--- config.mk ---
export PLATFORM = sky130hd
export DESIGN_NAME = mux_nx1_stream
export DESIGN_NICKNAME = d
export VERILOG_FILES = /design/src/rtl/mux_nx1_stream.sv
export SDC_FILE = /design/constraint.sdc
export NUM_CORES = 1
export LEC_CHECK = 0
export CORE_ASPECT_RATIO = 0.9
export CORE_MARGIN = 2
export CORE_UTILIZATION = 30
export CTS_CLUSTER_SIZE = 10
export DETAILED_ROUTE_END_ITERATION = 16
export MAX_ROUTING_LAYER = met4
export PLACE_DENSITY = 0.8
export SKIP_CTS_REPAIR_TIMING = 1
export SLEW_MARGIN = 20
export SYNTH_ARGS = -nofsm -noshare
export SYNTH_HDL_FRONTEND = slang
export SYNTH_SLANG_ARGS = --single-unit
--- constraint.sdc ---
create_clock -name clk -period 1.2 [get_ports clk]
set_input_delay 0.24 -clock clk [delete_from_list [all_inputs] [get_ports clk]]
set_output_delay 0.24 -clock clk [all_outputs]
set_load 0.03 [all_outputs]
--- src/rtl/mux_nx1_stream.sv ---
// mux_nx1_stream: N_CH-to-1 valid/ready stream mux (MODE 0 external select, MODE 1 round-robin) with a registered output stage; define MUX_NX1_STREAM_PKT_LOCK_EN for packet-locked grants with in_last/out_last
module mux_nx1_stream #(
   parameter int N_CH = 4,
   parameter int WIDTH = 8,
   parameter int MODE = 0,
   localparam int SEL_W = $clog2(N_CH)
) (
   input  logic                  clk,
   input  logic                  rst,
   input  logic [N_CH*WIDTH-1:0] in_data,
   input  logic [N_CH-1:0]       in_valid,
   output logic [N_CH-1:0]       in_ready,
`ifdef MUX_NX1_STREAM_PKT_LOCK_EN
   input  logic [N_CH-1:0]       in_last,
   output logic                  out_last,
`endif
   input  logic [SEL_W-1:0]      sel,
   output logic [WIDTH-1:0]      out_data,
   output logic                  out_valid,
   input  logic                  out_ready,
   output logic [SEL_W-1:0]      out_ch
);
   if (MODE != 0 && MODE != 1) begin : g_bad_mode
      $error("mux_nx1_stream: MODE must be 0 or 1");
   end
   if (N_CH < 2 || N_CH > 16) begin : g_bad_nch
      $error("mux_nx1_stream: N_CH must be in 2..16");
   end
   logic             load, xfer, rr_ok, gnt_ok;
   logic [SEL_W-1:0] rr_gnt, gnt;
   logic [WIDTH-1:0] g_data;
   logic             out_valid_q, out_valid_d;
   logic [WIDTH-1:0] out_data_q, out_data_d;
   logic [SEL_W-1:0] out_ch_q, out_ch_d, ptr_q, ptr_d;
`ifdef MUX_NX1_STREAM_PKT_LOCK_EN
   logic             g_last, lock_q, lock_d, out_last_q, out_last_d;
   logic [SEL_W-1:0] lock_ch_q, lock_ch_d;
   assign out_last = out_last_q;
`endif
   assign out_data  = out_data_q;
   assign out_valid = out_valid_q;
   assign out_ch    = out_ch_q;
   // Round-robin search: first valid channel after ptr_q, wrapping around
   always_comb begin
      rr_gnt = '0;
      rr_ok  = 1'b0;
      for (int k = 1; k <= N_CH; k++) begin
         if (!rr_ok && in_valid[(int'(ptr_q) + k) % N_CH]) begin
            rr_gnt = SEL_W'((int'(ptr_q) + k) % N_CH);
            rr_ok  = 1'b1;
         end
      end
   end
   // Grant, ready, beat selection and next state of the output stage
   always_comb begin
      load   = !out_valid_q || out_ready;
      gnt    = (MODE == 1) ? rr_gnt : sel;
      gnt_ok = (MODE == 1) ? rr_ok : ({1'b0, sel} < (SEL_W + 1)'(N_CH));
`ifdef MUX_NX1_STREAM_PKT_LOCK_EN
      gnt    = lock_q ? lock_ch_q : gnt;
      gnt_ok = lock_q || gnt_ok;
`endif
      in_ready = (gnt_ok && load && !rst) ? (N_CH'(1) << gnt) : '0;
      g_data   = '0;
      for (int i = 0; i < N_CH; i++) begin
         g_data = in_ready[i] ? in_data[i*WIDTH +: WIDTH] : g_data;
      end
      xfer        = |(in_valid & in_ready);
      out_valid_d = load ? xfer : out_valid_q;
      out_data_d  = xfer ? g_data : out_data_q;
      out_ch_d    = xfer ? gnt : out_ch_q;
      ptr_d       = xfer ? gnt : ptr_q;
`ifdef MUX_NX1_STREAM_PKT_LOCK_EN
      g_last     = |(in_last & in_ready);
      lock_d     = xfer ? !g_last : lock_q;
      lock_ch_d  = xfer ? gnt : lock_ch_q;
      out_last_d = xfer ? g_last : out_last_q;
`endif
   end
   // Output pipeline register, RR pointer and packet lock; reset drops any held beat
   always_ff @(posedge clk or posedge rst) begin
      if (rst) begin
         out_valid_q <= 1'b0;
         out_data_q  <= '0;
         out_ch_q    <= '0;
         ptr_q       <= SEL_W'(N_CH - 1);
`ifdef MUX_NX1_STREAM_PKT_LOCK_EN
         lock_q      <= 1'b0;
         lock_ch_q   <= '0;
         out_last_q  <= 1'b0;
`endif
      end else begin
         out_valid_q <= out_valid_d;
         out_data_q  <= out_data_d;
         out_ch_q    <= out_ch_d;
         ptr_q       <= ptr_d;
`ifdef MUX_NX1_STREAM_PKT_LOCK_EN
         lock_q      <= lock_d;
         lock_ch_q   <= lock_ch_d;
         out_last_q  <= out_last_d;
`endif
      end
   end
endmodule

Word-level counts from Yosys, hierarchy flattened:

Cells that the tools add are included.

* bits in read-only memories: 0
* bits of input ports: 41
* memories: 0
* output and inout port bits: 15
* memory bits (writable): 0
* flip-flop bits (word level): 11
* word-level logic and storage cells: 15
* latch bits: 0

* muxes and demuxes: 5
* multiply operators: 0
* reduce and logical (&&, ||, !) cells: 5
* equality and inequality tests: 0
* bitwise gates (word level): 1
* shift operators: 1
* add/subtract/negate cells: 0
* $lt $le $gt $ge: 0
* div/mod/pow operators: 0

Operators by type and width (number)
* two-way mux 8 bit: 4
* AND 4 bit: 1
* two-way mux 4 bit: 1
* OR reduction 4 bit: 1
* << shifter 1 x 2 -> 4 bit, first input constant: 1
* logical NOT 1 bit: 2
* logical AND 1 bit: 1
* logical OR 1 bit: 1

Logic depth before layout (Yosys ltp):

Gate-level depths: netlist of run 1.

* depth after elaboration: 8
* gate-level depth with buffers: 3
* gate-level depth less buffers: 3

Least setup slack after synthesis of run 1:

OpenSTA, ideal clock, no wires.

* kind: register -> output
* from: register out_valid_q (netlist: out_valid)
* to: output in_ready[0]
* data required time: 0.960 ns
* arrival time: 1.486 ns
* path buffers: 0
* cell stages (with the launch flop): 4
* setup slack: -0.526 ns
* path through: dfrtp_1 -> nand2b_1 -> nand2_1 -> nor3_1

* longest elaborated chain between the ends: 4

RTL lines
* start, declared: RTL line 32 `logic out_valid_q, out_valid_d;`
* start signal, assigned: RTL line 93 `out_valid_q <= out_valid_d;`
* logical NOT 1 bit: RTL line 56 `load = !out_valid_q || out_ready;`
* logical OR 1 bit: RTL line 56
* logical AND 1 bit: RTL line 63 `in_ready = (gnt_ok && load && !rst) ? (N_CH'(1) << gnt) : '0;`
* two-way mux 4 bit: RTL line 63
* end, declared: RTL line 12 `output logic [N_CH-1:0] in_ready,`

Every way passes these cells.

Final worst setup path of run 1:

* from: register out_valid_q (netlist: out_valid)
* to: output in_ready[1]

The elaborated chain is that of the path after synthesis.

==> results.ini, run 1 <==
[outcome]
outcome=finished with violations
violations=negative setup slack

[routing]
vias_per_cell=4.75
num_vias=703
drc=0
final_antenna_net_count=0
routed_wl_um=2270
post_drt_wl_per_cell_um=15.4
first_iter_violations=1
firstDrtPassIters=2

[sta]
setup_violations=13
max_freq_ghz=0.697
hold_ws_ps=148
period_needed_ps=1430
clock-skew-final_ps=6.56
drv_slew=0
fin_ws_ps=-234
rsz0062_at_grt=true
hold_viol_final=0
max_slew_margin=0.859
final.period_utilization=1.20
worstMarginPinSlew_ps=211

[setup_path]
crit_required_ps=960
cp_max_fo=4
crit_path_end_kind=output pin
start_kind=flop
cp.arrival_ps=1190
worstSetupPathType=reg -> out

[cts]
clk_pin_slew_ps=80
cts_made_buffers=3
cts-root-buf=clkbuf_4
cts_tree=built
clock_latency_ps=270
clock-sinks=11
cts_buffer_depth=2
htreeDepth=1

[floorplan]
core_area_um2=2380
start_util=0.309
dieArea_um2=2870
ioPinCount=56
fp-row-count=17
die_w_um=56.2
chipHeight_um=51.0

[power_and_ir_drop]
swShare=0.357
p_switching_w=0.000590
p_comb_frac=0.519
pwr-share-seq=0.319
p_leak_nw=0.717
p_clk_frac=0.163
ir_drop_v=0.000870
intPower_w=0.00106
p_per_area_nw_per_um2=1070

[finish]
num-fill-cells=176
final_common_cell=clkdlybuf4s50_1
multiInputGateArea_um2=520
drive_above_1_share=0.517
diodes=0
nets=162
area_delta_synth_final_pct=109
design_area_um2=1540
layout.area.seq_um2=277
final_cell_mix=clkdlybuf4s50_1, buf_4, dfrtp_1

[global_routing]
use_met1=0.170
grt_pass1_wl_um=3350
grtUsageTotal=0.163
grt_util_met2=0.298
busiest_layer=met2
grt_overflow=0
globalRouteMet3Util=0.0430
antenna_found_initial=0
grt_max_degree=14
grt_pass1_vias=735

[placed_design]
port_buffers=55
dp_hpwl_um=1850
gp_congestion=0.811
dp_slack_ps=-752
placed_cell_area_um2=1410

[logic_synthesis]
netlist.top_cell.by_area=dfrtp_1
synth_warnings=0
synth-seq-cells=11
synth_cell_types=17
synth.avg_cell_area_um2=15.4
synth.net_count=89
yosysTopAreaCellShare=0.374
synthCells=48
synth.area.top_cells=dfrtp_1, mux4_2, mux2_4
netlist_area_um2=737
ys_seq_area_frac=0.374

[run]
drv_cap=0

[hold_path]
hp-class=in -> async

metal layers:
layer  routed length (um)  up-vias
met4                   38        0
met3                   74        4
li1                     -      342
met5                    0        -
met2                 1270       20
met1                  894      337
kinds of logic after synthesis:
family | share of synthesized area
buffers and inverters | 0.0221
flip-flops | 0.374
AO/OA/AOI/OAI | 0.0323
multiplexers | 0.492
AND/OR/NAND/NOR | 0.0798
critical path: stages, from the launching register on:
cell and delay (ps):
dfrtp_2 430, nand2b_4 110, nand2_4 70, nor3_4 140
buf_6 150
final timing paths:
check / startpoint / to / slack (ps) / depth (start not counted)
setup / recovery: out_valid / in_ready[1] / -230 / 4
max in group asynchronous: rst / out_valid / 870 / 4
hold reg to reg: out_data[6] / out_data[6] / 520 / 1
hold / removal: rst / out_data[5] / 150 / 3
setup reg to reg: out_valid / out_data[1] / -90 / 4
min in group clk: out_ready / out_valid / 400 / 4
layout make-up:
type / count / area share
Clock buffer: 4 / 0.0171
Inverter: 2 / 0.00976
Multi-Input combinational cell: 34 / 0.338
Sequential cell: 11 / 0.180
Tap cell: 28 / 0.0228
Timing Repair Buffer: 69 / 0.433
metrics by stage:
step | instances | total power, W | setup TNS [ps] | utilization
2_1_floorplan | 48 | 0.000992 | -1570 | -
3_3_place_gp | 140 | 0.00135 | -9540 | 0.591
3_5_place_dp | 140 | 0.00136 | -9770 | 0.591
4_1_cts | 144 | 0.00163 | -6600 | 0.602
5_1_grt | 148 | 0.00173 | -1960 | 0.646
6_report | 148 | 0.00165 | -1460 | 0.646
cell usage after synthesis:
cell type  count
buf_2          1
nand2b_1       1
clkbuf_1       1
dfrtp_1       11
mux4_1         2
o2bb2ai_1      2
nor3_1         2
nand2_1        2
inv_1          2
mux2_4         8
a31oi_1        1
mux2i_1        1
nand3_1        2
nand3_4        1
mux4_2         7
mux2_2         2
nor2_1         2
sequential cells by signal (all words and copies together), names as in the netlist:
| signal | cells |
|---|---|
| out_data | 8 |
| out_valid | 1 |
| out_ch | 2 |
power groups by stage:
stage	Clock [W]	Sequential [W]	Combinational [W]
floorplan	0	0.000717	0.000275
global placement	0	0.000531	0.000820
detailed placement	0	0.000532	0.000831
CTS	0.000268	0.000528	0.000830
global route	0.000290	0.000540	0.000896
finish	0.000268	0.000526	0.000856
Power figures use the tool's default switching activity.
==> run 2, diff against run 1 <==
Settings changed: ABC_AREA set to 1, CORE_UTILIZATION 30 to 33, CTS_CLUSTER_SIZE 10 to 40, PLACE_DENSITY 0.8 to 0.79.
==> run 2 against run 1 <==
Against the previous run:
- the flow still finishes with violations (negative setup slack)
- global-route usage grew 3.7 points
- count of clock-buffer cells in the layout is the same
- clock power shrank 9.7%
- total power shrank 6.2%
- critical path depth is the same
- worst hold slack gained 110 ps
- final cell count grew 77%
- maximum frequency shrank 15%
- register-to-register slack lost 220 ps
==> results.ini, run 2 <==
[cts]
cts_buffer_depth=2  ; unchanged
htreeDepth=1  ; unchanged
cts_tree=built
clk_pin_slew_ps=70  ; about the same
cts-root-buf=clkbuf_4
clock-sinks=11  ; unchanged
cts_made_buffers=3  ; unchanged
clock_latency_ps=260  ; about the same

[logic_synthesis]
muxShareOfSynthArea=0  ; -0.492
synth_top_family_by_area=simple AND/OR/NAND/NOR gates
netlist_area_um2=933  ; +27%
synth-simple-area-share=0.531  ; +0.451
synth-compound-area-share=0.0174  ; -0.0148
synth.area.top_cells=dfrtp_1, nand2_1, nand3_1
synth.net_count=183  ; +110%
synthTopCellsByCount=nand2_1, nand3_1, inv_1
synth_cell_types=19  ; +2
ys_seq_area_frac=0.295  ; -0.0786
yosysTopAreaCellShare=0.295  ; -0.0786
post-synth-top-count-cell=nand2_1
ys_dominant_reg_cell=dfrtp_1
synth-xor-area-share=0  ; unchanged
async_flop_share=1.00  ; unchanged
netlist.top_cell.by_area=dfrtp_1
synth_warnings=0  ; unchanged
synth.avg_cell_area_um2=6.57  ; -57%
synth-edff-count=0  ; unchanged
synthCells=142  ; +200%
synth-seq-cells=11  ; unchanged
yosys.area_share.adder=0  ; unchanged

[floorplan]
core_area_um2=2730  ; +14%
chipHeight_um=54.5  ; +6.7%
dieArea_um2=3270  ; +14%
ioPinCount=56  ; unchanged
start_util=0.343  ; +0.0332
fp-row-count=18  ; +1
die_w_um=60.1  ; +6.8%

[setup_path]
critPathMaxStageDelay_ps=430  ; about the same
startpoint=out_valid
crit_path_end_kind=output pin
cp.arrival_ps=1440  ; +250 ps
start_kind=flop
reg2reg_from=out_valid
crit_required_ps=960  ; about the same
crit_cells=4  ; unchanged
cp_max_fo=4  ; unchanged
worstSetupPathType=reg -> out
path_cells=a21oi_4 -> clkinvlp_4 -> nor3_4 -> buf_6
crit_slowest_cell=dfrtp_2
endpoint=in_ready[2]
reg2reg_depth=10  ; +6
path_delay_family=flip-flops
crit_buf_inv=2  ; +1
r2r-end=out_ch[0]
r2r_slack_ps=-310  ; -220 ps

[run]
drv_cap=0  ; unchanged

[finish]
nets=264  ; +63%
design_area_um2=1780  ; +16%
drive_above_1_share=0.315  ; -0.201
num-fill-cells=244  ; +39%
final_common_cell=nand2_1
area_delta_synth_final_pct=90.8
diodes=0  ; unchanged
largest_reg_flops=8  ; unchanged
final_cell_mix=nand2_1, clkdlybuf4s50_1, buf_4
post-route-util=0.653  ; +0.00734
final_cells=262  ; +77%

[routing]
post_drt_wl_per_cell_um=11.5  ; -25%
final_antenna_net_count=0  ; unchanged
routed_wl_um=3030  ; +33%
num_vias=1227  ; +75%
drc=0  ; unchanged
firstDrtPassIters=4  ; +2
first_iter_violations=38  ; +37
vias_per_cell=4.68  ; -1.4%

[global_routing]
antenna_found_initial=0  ; unchanged
grt_overflow=0  ; unchanged
grt_pass1_wl_um=4800  ; +43%
grtUsageTotal=0.200  ; +0.0368
grt_max_degree=12  ; -2
grt_pass1_vias=1190  ; +62%

[power_and_ir_drop]
p_leak_nw=0.925  ; +29%
p_per_area_nw_per_um2=869  ; -19%
ir_drop_v=0.000475  ; -45%

[sta]
hold_viol_final=0  ; unchanged
fin_ws_ps=-479  ; -245 ps
drv_slew=0  ; unchanged
final.period_utilization=1.40  ; +0.204
rsz0062_at_grt=true
clock-skew-final_ps=2.88  ; -3.68 ps
fin_setup_tns_ps=-5030  ; -3570 ps
max_freq_ghz=0.596  ; -15%
worstMarginPinSlew_ps=183  ; -28.0 ps
period_needed_ps=1680  ; +245 ps
max_slew_margin=0.878  ; +0.0187
setup_violations=15  ; +2

[placed_design]
port_buffers=55  ; unchanged
numPlacedInstances=256  ; +83%
gp_congestion=0.928  ; +14%
dp_hpwl_um=2500  ; +35%
placed_cell_area_um2=1700  ; +21%

[hold_path]
hp-class=in -> async

[outcome]
violations=negative setup slack
outcome=finished with violations

==> run 2: changes by cell type after synthesis, sizes merged, moves of 2 or more <==
cell     change
nand2       +54
nand3       +22
inv         +20
nand4       +12
mux2        -10
mux4         -9
buf          +6
nor2         +3
o2bb2ai      -2
==> run 2: worst min-delay path by stage <==
stage,from,end,slack (ps),cells after the start
floorplan,rst,out_ch[0],210,2
global placement,out_data[4],out_data[4],460,2
detailed placement,out_data[1],out_data[1],460,2
CTS,out_data[1],out_data[1],480,2
global route,rst,out_ch[0],260,4
finish,rst,out_valid,250,4
==> run 2: layout make-up <==
cell class	count	area, um2	area share
repair buffers	83	776	0.436
well taps	40	50.0	0.0281
inverters	22	91.3	0.0513
flip-flops and latches	11	277	0.155
clock buffers	4	26.3	0.0148
multi-input cells	102	561	0.315
==> run 2: where the power goes <==
group / switching, W / internal (W)
logic: 0.000429 / 0.000387
clock network: 0.000113 / 0.000128
registers: 0.0000450 / 0.000446
total: 0.000587 / 0.000961
==> run 2: kinds of logic (layout without fill, tap and decap cells) <==
kind of cell / after synthesis / after routing
simple gates: 101 / 101
compound gates: 1 / 1
flops: 11 / 11
buf+inv: 29 / 109
==> run 2: worst register-to-register path: stages, from the launching register on <==
cell and delay [ps]:
dfrtp_2 430, a21oi_4 210, buf_4 140, buf_4 90, buf_4 100, nand3_2 60
nand2_2 80, nor2_2 50, buf_6 130, nand2_1 60, nand2_1 50
==> run 2: through the flow <==
| step | hold WS, ps | power [W] | setup slack, ps |
|---|---|---|---|
| 2_1_floorplan | 209 | 0.000902 | -411 |
| 3_3_place_gp | 458 | 0.00128 | -547 |
| 3_5_place_dp | 464 | 0.00129 | -559 |
| 4_1_cts | 481 | 0.00154 | -569 |
| 5_1_grt | 264 | 0.00165 | -546 |
| 6_report | 254 | 0.00155 | -479 |
==> run 2: layer usage <==
layer,vias to the layer above,GRT usage,routed length [um]
li1,614,-,-
met1,563,0.226,1280
met2,48,0.362,1510
met3,2,0.0567,232
met4,0,0.0222,7
met5,-,-,0
==> run 3, diff against run 2 <==
Settings changed: CTS_CLUSTER_SIZE 40 to unset, GPL_ROUTABILITY_DRIVEN set to 0.
==> results of run 3 <==
The final DEF is identical to that of run 2; final timing and power are the same.
